`src/rtl/video_timing_gen.sv`:
```
// Video timing generator: raster counters, sync/DE decode delayed to match the pixel pipeline,
// registered and blanked RGB output. Optional feature macro: VTG_TEST_PATTERN_EN (adds TEST_PAT colour bars).
module video_timing_gen #(
  parameter int H_ACTIVE = 1280,
  parameter int H_FP     = 110,
  parameter int H_SYNC   = 40,
  parameter int H_BP     = 220,
  parameter int V_ACTIVE = 720,
  parameter int V_FP     = 5,
  parameter int V_SYNC   = 5,
  parameter int V_BP     = 20,
  parameter bit HS_POL   = 1'b1,
  parameter bit VS_POL   = 1'b1,
  parameter int PIPE_DLY = 2
) (
  input  logic        CLK,
  input  logic        RST,
  input  logic        EN,
`ifdef VTG_TEST_PATTERN_EN
  input  logic        TEST_PAT,
`endif
  output logic [10:0] H_CNT,
  output logic [10:0] V_CNT,
  output logic        LINE_START,
  output logic        FRAME_START,
  output logic [15:0] FRAME_CNT,
  input  logic [7:0]  RED_IN,
  input  logic [7:0]  GREEN_IN,
  input  logic [7:0]  BLUE_IN,
  output logic [7:0]  RED,
  output logic [7:0]  GREEN,
  output logic [7:0]  BLUE,
  output logic        HSYNC,
  output logic        VSYNC,
  output logic        DE
);

  localparam int H_TOTAL = H_ACTIVE + H_FP + H_SYNC + H_BP;
  localparam int V_TOTAL = V_ACTIVE + V_FP + V_SYNC + V_BP;

  localparam logic [10:0] H_LAST   = 11'(H_TOTAL - 1);
  localparam logic [10:0] V_LAST   = 11'(V_TOTAL - 1);
  localparam logic [10:0] H_ACT_W  = 11'(H_ACTIVE);
  localparam logic [10:0] V_ACT_W  = 11'(V_ACTIVE);
  localparam logic [10:0] HS_START = 11'(H_ACTIVE + H_FP);
  localparam logic [10:0] HS_END   = 11'(H_ACTIVE + H_FP + H_SYNC - 1);
  localparam logic [10:0] VS_START = 11'(V_ACTIVE + V_FP);
  localparam logic [10:0] VS_END   = 11'(V_ACTIVE + V_FP + V_SYNC - 1);

  generate
    if (H_TOTAL > 2048 || V_TOTAL > 2048) begin : g_bad_total
      $error("video_timing_gen: H_TOTAL/V_TOTAL must not exceed 2048");
    end
    if (PIPE_DLY < 0 || PIPE_DLY > 15) begin : g_bad_dly
      $error("video_timing_gen: PIPE_DLY must be in 0..15");
    end
  endgenerate

  always_ff @(posedge CLK or posedge RST) begin
    if (RST) begin
      H_CNT     <= '0;
      V_CNT     <= '0;
      FRAME_CNT <= '0;
    end else if (EN) begin
      if (H_CNT == H_LAST) begin
        H_CNT <= '0;
        if (V_CNT == V_LAST) begin
          V_CNT     <= '0;
          FRAME_CNT <= FRAME_CNT + 16'd1;
        end else begin
          V_CNT <= V_CNT + 11'd1;
        end
      end else begin
        H_CNT <= H_CNT + 11'd1;
      end
    end
  end

  // Pulses follow the live counters, so they are visible in the very first cycle after reset.
  assign LINE_START  = EN && !RST && (H_CNT == 11'd0);
  assign FRAME_START = LINE_START && (V_CNT == 11'd0);

  logic de_raw, hs_raw, vs_raw;
  assign de_raw = EN && (H_CNT < H_ACT_W) && (V_CNT < V_ACT_W);
  assign hs_raw = (H_CNT >= HS_START) && (H_CNT <= HS_END);
  assign vs_raw = (V_CNT >= VS_START) && (V_CNT <= VS_END);

`ifdef VTG_TEST_PATTERN_EN
  localparam int DW = 14;
  logic [DW-1:0] raw_vec;
  assign raw_vec = {H_CNT, de_raw, hs_raw, vs_raw};
`else
  localparam int DW = 3;
  logic [DW-1:0] raw_vec;
  assign raw_vec = {de_raw, hs_raw, vs_raw};
`endif

  logic [DW-1:0] tap_vec;

  generate
    if (PIPE_DLY == 0) begin : g_nodly
      assign tap_vec = raw_vec;
    end else begin : g_dly
      logic [DW-1:0] dly [PIPE_DLY];
      always_ff @(posedge CLK or posedge RST) begin
        if (RST) begin
          for (int i = 0; i < PIPE_DLY; i++) dly[i] <= '0;
        end else begin
          dly[0] <= raw_vec;
          for (int i = 1; i < PIPE_DLY; i++) dly[i] <= dly[i-1];
        end
      end
      assign tap_vec = dly[PIPE_DLY-1];
    end
  endgenerate

  logic tap_de, tap_hs, tap_vs;
  assign tap_de = tap_vec[2];
  assign tap_hs = tap_vec[1];
  assign tap_vs = tap_vec[0];

  logic [7:0] pix_r, pix_g, pix_b;

`ifdef VTG_TEST_PATTERN_EN
  localparam int BAR_W = (H_ACTIVE >= 8) ? H_ACTIVE / 8 : 1;
  localparam logic [10:0] BAR_W_11 = 11'(BAR_W);
  logic [10:0] tap_h;
  logic [2:0]  bar_sel;
  assign tap_h   = tap_vec[13:3];
  assign bar_sel = 3'(tap_h / BAR_W_11);
  // Bar index bits inverted give {R,G,B}: bar 0 white through bar 7 black.
  assign pix_r = TEST_PAT ? (bar_sel[2] ? 8'h00 : 8'hFF) : RED_IN;
  assign pix_g = TEST_PAT ? (bar_sel[1] ? 8'h00 : 8'hFF) : GREEN_IN;
  assign pix_b = TEST_PAT ? (bar_sel[0] ? 8'h00 : 8'hFF) : BLUE_IN;
`else
  assign pix_r = RED_IN;
  assign pix_g = GREEN_IN;
  assign pix_b = BLUE_IN;
`endif

  always_ff @(posedge CLK or posedge RST) begin
    if (RST) begin
      RED   <= '0;
      GREEN <= '0;
      BLUE  <= '0;
      DE    <= 1'b0;
      HSYNC <= ~HS_POL;
      VSYNC <= ~VS_POL;
    end else begin
      DE    <= tap_de;
      HSYNC <= tap_hs ? HS_POL : ~HS_POL;
      VSYNC <= tap_vs ? VS_POL : ~VS_POL;
      RED   <= tap_de ? pix_r : 8'h00;
      GREEN <= tap_de ? pix_g : 8'h00;
      BLUE  <= tap_de ? pix_b : 8'h00;
    end
  end

endmodule

```
`config.mk`:
```
export PLATFORM = sky130hd
export DESIGN_NAME = video_timing_gen
export DESIGN_NICKNAME = d
export VERILOG_FILES = /design/src/rtl/video_timing_gen.sv
export SDC_FILE = /design/constraint.sdc
export NUM_CORES = 1
export LEC_CHECK = 0
export BUFFER_PORTS_ARGS = -buffer_cell sky130_fd_sc_hd__buf_4
export CELL_PAD_IN_SITES_DETAIL_PLACEMENT = 2
export CELL_PAD_IN_SITES_GLOBAL_PLACEMENT = 2
export CORE_MARGIN = 5
export CORE_UTILIZATION = 34
export DETAILED_ROUTE_END_ITERATION = 10
export GPL_TIMING_DRIVEN = 0
export HOLD_SLACK_MARGIN = 0.1
export PLACE_DENSITY_LB_ADDON = 0.1
export SYNTH_ARGS = -nofsm -noshare
export SYNTH_HDL_FRONTEND = slang
export SYNTH_SLANG_ARGS = --single-unit
```
`constraint.sdc`:
```
create_clock -name CLK -period 5.6 [get_ports CLK]
set_input_delay 0 -clock CLK [delete_from_list [all_inputs] [get_ports CLK]]
set_output_delay 0 -clock CLK [all_outputs]
set_load 0.03 [all_outputs]
```
# After elaboration in Yosys (flattened, before gate mapping)
# Index checks and enable logic that the tools add are counted.
# classes
n_addsub	3
magnitude_cmp	6
n_eq_ne	2
n_mux	7
n_reduce_logical	12
# op_table
cell	n
two-way mux 8 bit	3
adder 11 x 1 -> 11 bit, second input constant	2
zero test 11 bit	2
two-way mux 11 bit	2
adder 16 x 1 -> 16 bit, second input constant	1
== test 11 x 10 -> 1 bit, second input constant	1
== test 11 bit, second input constant	1
>= comparator 11 x 10 -> 1 bit, second input constant	1
>= comparator 11 bit, second input constant	1
less-or-equal comparator 11 x 10 -> 1 bit, second input constant	1
less-or-equal comparator 11 bit, second input constant	1
less-than comparator 11 x 10 -> 1 bit, second input constant	1
less-than comparator 11 bit, second input constant	1
logical AND 1 bit	7
AND reduction 3 bit	1
two-way mux 1 bit	2
AND reduction 2 bit	1
zero test 1 bit	1
# totals
reg_bits	71
output_inout_bits	67
elab_cells	41

# Depth between registers and ports, before layout
# depth
word_depth	4
mapped_depth	8

# Worst setup path after synthesis
# OpenSTA, ideal clock, no wires.
# synth_path
path_type	input port to output port
startpoint	input RST
endpoint	output FRAME_START
arrival_ns	2.521
path_slack_ns	3.079
cell_stages	3
n_path_buf	0
path_cell_list	inv_1 -> and4_1 -> and4_1
# synth_between
elab_chain_cells	4
# synth_rtl
item	line_no	rtl
from (decl)	17	input logic RST,
zero test 1 bit (no line)	--	
logical AND 1 bit (2 in a row)	80	assign LINE_START = EN && !RST && (H_CNT == 11'd0);
net LINE_START	24	output logic LINE_START,
logical AND 1 bit	81	assign FRAME_START = LINE_START && (V_CNT == 11'd0);
to (decl)	25	output logic FRAME_START,
# The timed path passes the listed nets, and every way through them passes these cells.

# Worst setup path in the final report
# layout_path
startpoint	register H_CNT[1]
endpoint	register FRAME_CNT[15]
# layout_between
elab_chain_cells	2
# layout_rtl
item	line_no	rtl
from (decl)	22	output logic [10:0] H_CNT,
from (signal assigned)	74	H_CNT <= H_CNT + 11'd1;
== test 11 bit	65	if (H_CNT == H_LAST) begin
AND reduction 3 bit (no line)	--	
to (signal assigned)	69	FRAME_CNT <= FRAME_CNT + 16'd1;
to (decl)	26	output logic [15:0] FRAME_CNT,
# Every way passes these cells.
# A chain may end at the register's enable or synchronous reset.

==> qor.yml <==
syn_inst: 278
grt_usage_pct: 18.39
period_minus_slack_ns: 2.448
finish.utilization_pct: 48.81
via_count: 2586
nets: 443
clk_latency_ns: 0.34
min_period_over_period_pct: 43.71
fmax_mhz: 408.6
postCtsSetupRepairBufs: 0
cts.sinks: 71
rows: 35
io_pins: 94
crit_fanout: 9
path_cells: "inv_1 > ha_1 > nand4_1 > nor4b_4 > nand4_4 > nor2_1 > xor2_1"
routabilityCongestion: 0.7235
placed_area_um2: 3978
antenna_left: 0
die_w_um: 105.6
synth_area_um2: 3110
end_kind: "flop"
stdcell_count: 524
dp_cells: 483
critPathSlowestCell: "nor4b_4"
area_delta_synth_final_pct: 42.24
dieArea_um2: 11160
drive_gt1_share_pct: 30.51
tightest_slew_ns: 0.7328
drv_slew: 0
cp_top_family: "simple AND/OR/NAND/NOR gates"
clk_pin_slew_ns: 0.08
post_cts_resized: 0
antennaDiodeCount: 0
whs_ns: 0.2154
drc: 0
routedWlPerCell_um: 18.37
synthFlopType: "dfrtp_1"
dp_hpwl_um: 6205
fillers: 926
syn-num-nets: 312
mostFrequentLayoutCells: "buf_4, dfrtp_1, and2_1"
tns_ns: 0
grt_remaining_overflow: 0
clock_path_buffers: 2
critPathMaxStageDelay_ns: 0.67
cts_buffers: 9
clockRootBuffer: "clkbuf_8"
grt_pass1_wl_um: 16100
seq_area_frac_synth_pct: 57.12
first_pass_iters: 4
final-seq-area_um2: 1777
multiInputGateArea_um2: 1230
ys_ff_latch: 71
initialDrtViolationCount: 69
synthArstFlopShare_pct: 100.0
status: "complete, no violations"
p_leak_nw: 2.149
setup_viol: 0
drv_cap: 0
yosys_warnings: 0
core_area_um2: 9065
slew_headroom_pct: 50.94
final_hold_viol_count: 0
start_util_pct: 34.31
grt_pass1_vias: 2872
vias_per_cell: 4.935
cp.required_ns: 5.83
layout_commonest_cell: "buf_4"
synth_edf_count: 0
cts_tree: "built"
critical_path_arrival_ns: 2.68
crit_path_start_kind: "flop"
die_y_um: 105.6
final_area_um2: 4424
irDropWorstVdd_mv: 0.1700
antenna_found_initial: 0
h-tree-depth: 3
port_buffers: 93
clock-skew-final_ns: 0.008622
hold_class: "in2async"
postSynthAreaPerCell_um2: 11.19
wl_um: 9626
synth_cell_types: 43
crit_type: "reg2reg"
grt_max_degree: 51
path_buf_inv: 1
grt_setup_unrepaired: "false"
powerDensity_nw_per_um2: 272.0
==> layout make-up <==
type | instances | share of cell area, %
clock buffers | 9 | 2.800
flip-flops and latches | 71 | 40.16
repair buffers | 120 | 22.29
clock inverters | 6 | 1.414
inverters | 16 | 1.414
plain buffers | 8 | 0.9898
multi-input cells | 183 | 27.80
well taps | 111 | 3.139
==> sequential cells by signal, summed over array words and instances, names as in the netlist <==
register / flops
RED: 8
HSYNC: 1
V_CNT: 11
tap_vec: 3
FRAME_CNT: 16
DE: 1
BLUE: 8
GREEN: 8
g_dly.dly: 3
H_CNT: 11
VSYNC: 1
==> through the flow <==
step	total power, mW	worst slack (ns)
6_report	1.204	3.152
5_1_grt	1.266	2.972
4_1_cts	1.217	3.144
3_5_place_dp	0.7968	3.187
3_3_place_gp	0.7874	2.340
2_1_floorplan	0.7081	3.079
==> layer usage <==
layer	vias to the layer above	GRT usage, %	part of all wire, %	wire length, um
met2	69	31.83	51	4882
met3	4	5.144	4.6	439
li1	1208	-	-	-
met1	1305	22.92	44	4241
met5	-	0	0	0
met4	0	3.885	0.64	62
==> synth_stat cells, types with 3 or more instances <==
library cell	n	area share [%]
nand4_1	9	1.8
and4_1	3	0.84
xnor2_1	10	2.8
nor3_1	11	1.8
xor2_1	14	3.9
clkbuf_1	4	0.48
inv_1	16	1.9
ha_1	7	2.8
nand2_1	20	2.4
a21oi_1	3	0.48
nand3_1	8	1.3
and2_1	27	5.4
nor2_1	20	2.4
o21ai_0	15	2.4
dfrtp_1	71	57
nor4_2	3	1.2
==> worst register-to-register path: cells and delay by family, from the launching register on <==
kind / cells / cell delay, ns
buffers and inverters: 1 / 0.14
adder cells (fa/ha/maj): 1 / 0.19
AND/OR/NAND/NOR: 4 / 1.31
XOR/XNOR: 1 / 0.25
flip-flops: 1 / 0.46
==> worst paths after layout <==
| check | slack, ns | depth (start not counted) | to | start |
|---|---|---|---|---|
| worst max-delay path | 3.15 | 7 | FRAME_CNT[15] | H_CNT[1] |
| worst min-delay path | 0.22 | 3 | VSYNC | RST |
| worst max register to register | 3.15 | 7 | FRAME_CNT[15] | H_CNT[1] |
| worst min register to register | 0.35 | 0 | tap_vec[0] | g_dly.dly[3] |
| max in group asynchronous | 4.83 | 4 | V_CNT[0] | RST |
| min in group CLK | 0.35 | 0 | tap_vec[0] | g_dly.dly[3] |
==> cell families (layout without fill, tap and decap cells) <==
kind of cell / after synthesis / in the layout / share of synthesized area [%]
muxes: 2 / 2 / 0.7240
buffers and inverters: 24 / 159 / 3.339
adders and majority gates: 7 / 7 / 2.816
and+or+nand+nor: 121 / 121 / 23.73
DFF: 71 / 71 / 57.12
AOI/OAI and AO/OA: 29 / 29 / 5.511
xor gates and xnor gates: 24 / 24 / 6.758
==> timing repair <==
action,4_1_cts,5_1_grt
endpoints found under the setup margin,0,0
hold buffers,26,0
endpoints found under the hold margin,98,0
==> where the power goes <==
group          internal [mW]  switching [mW]
registers              0.538          0.0326
clock network          0.202           0.201
logic                  0.101           0.129
total                  0.841           0.363
(Power assumes the default switching activity.)
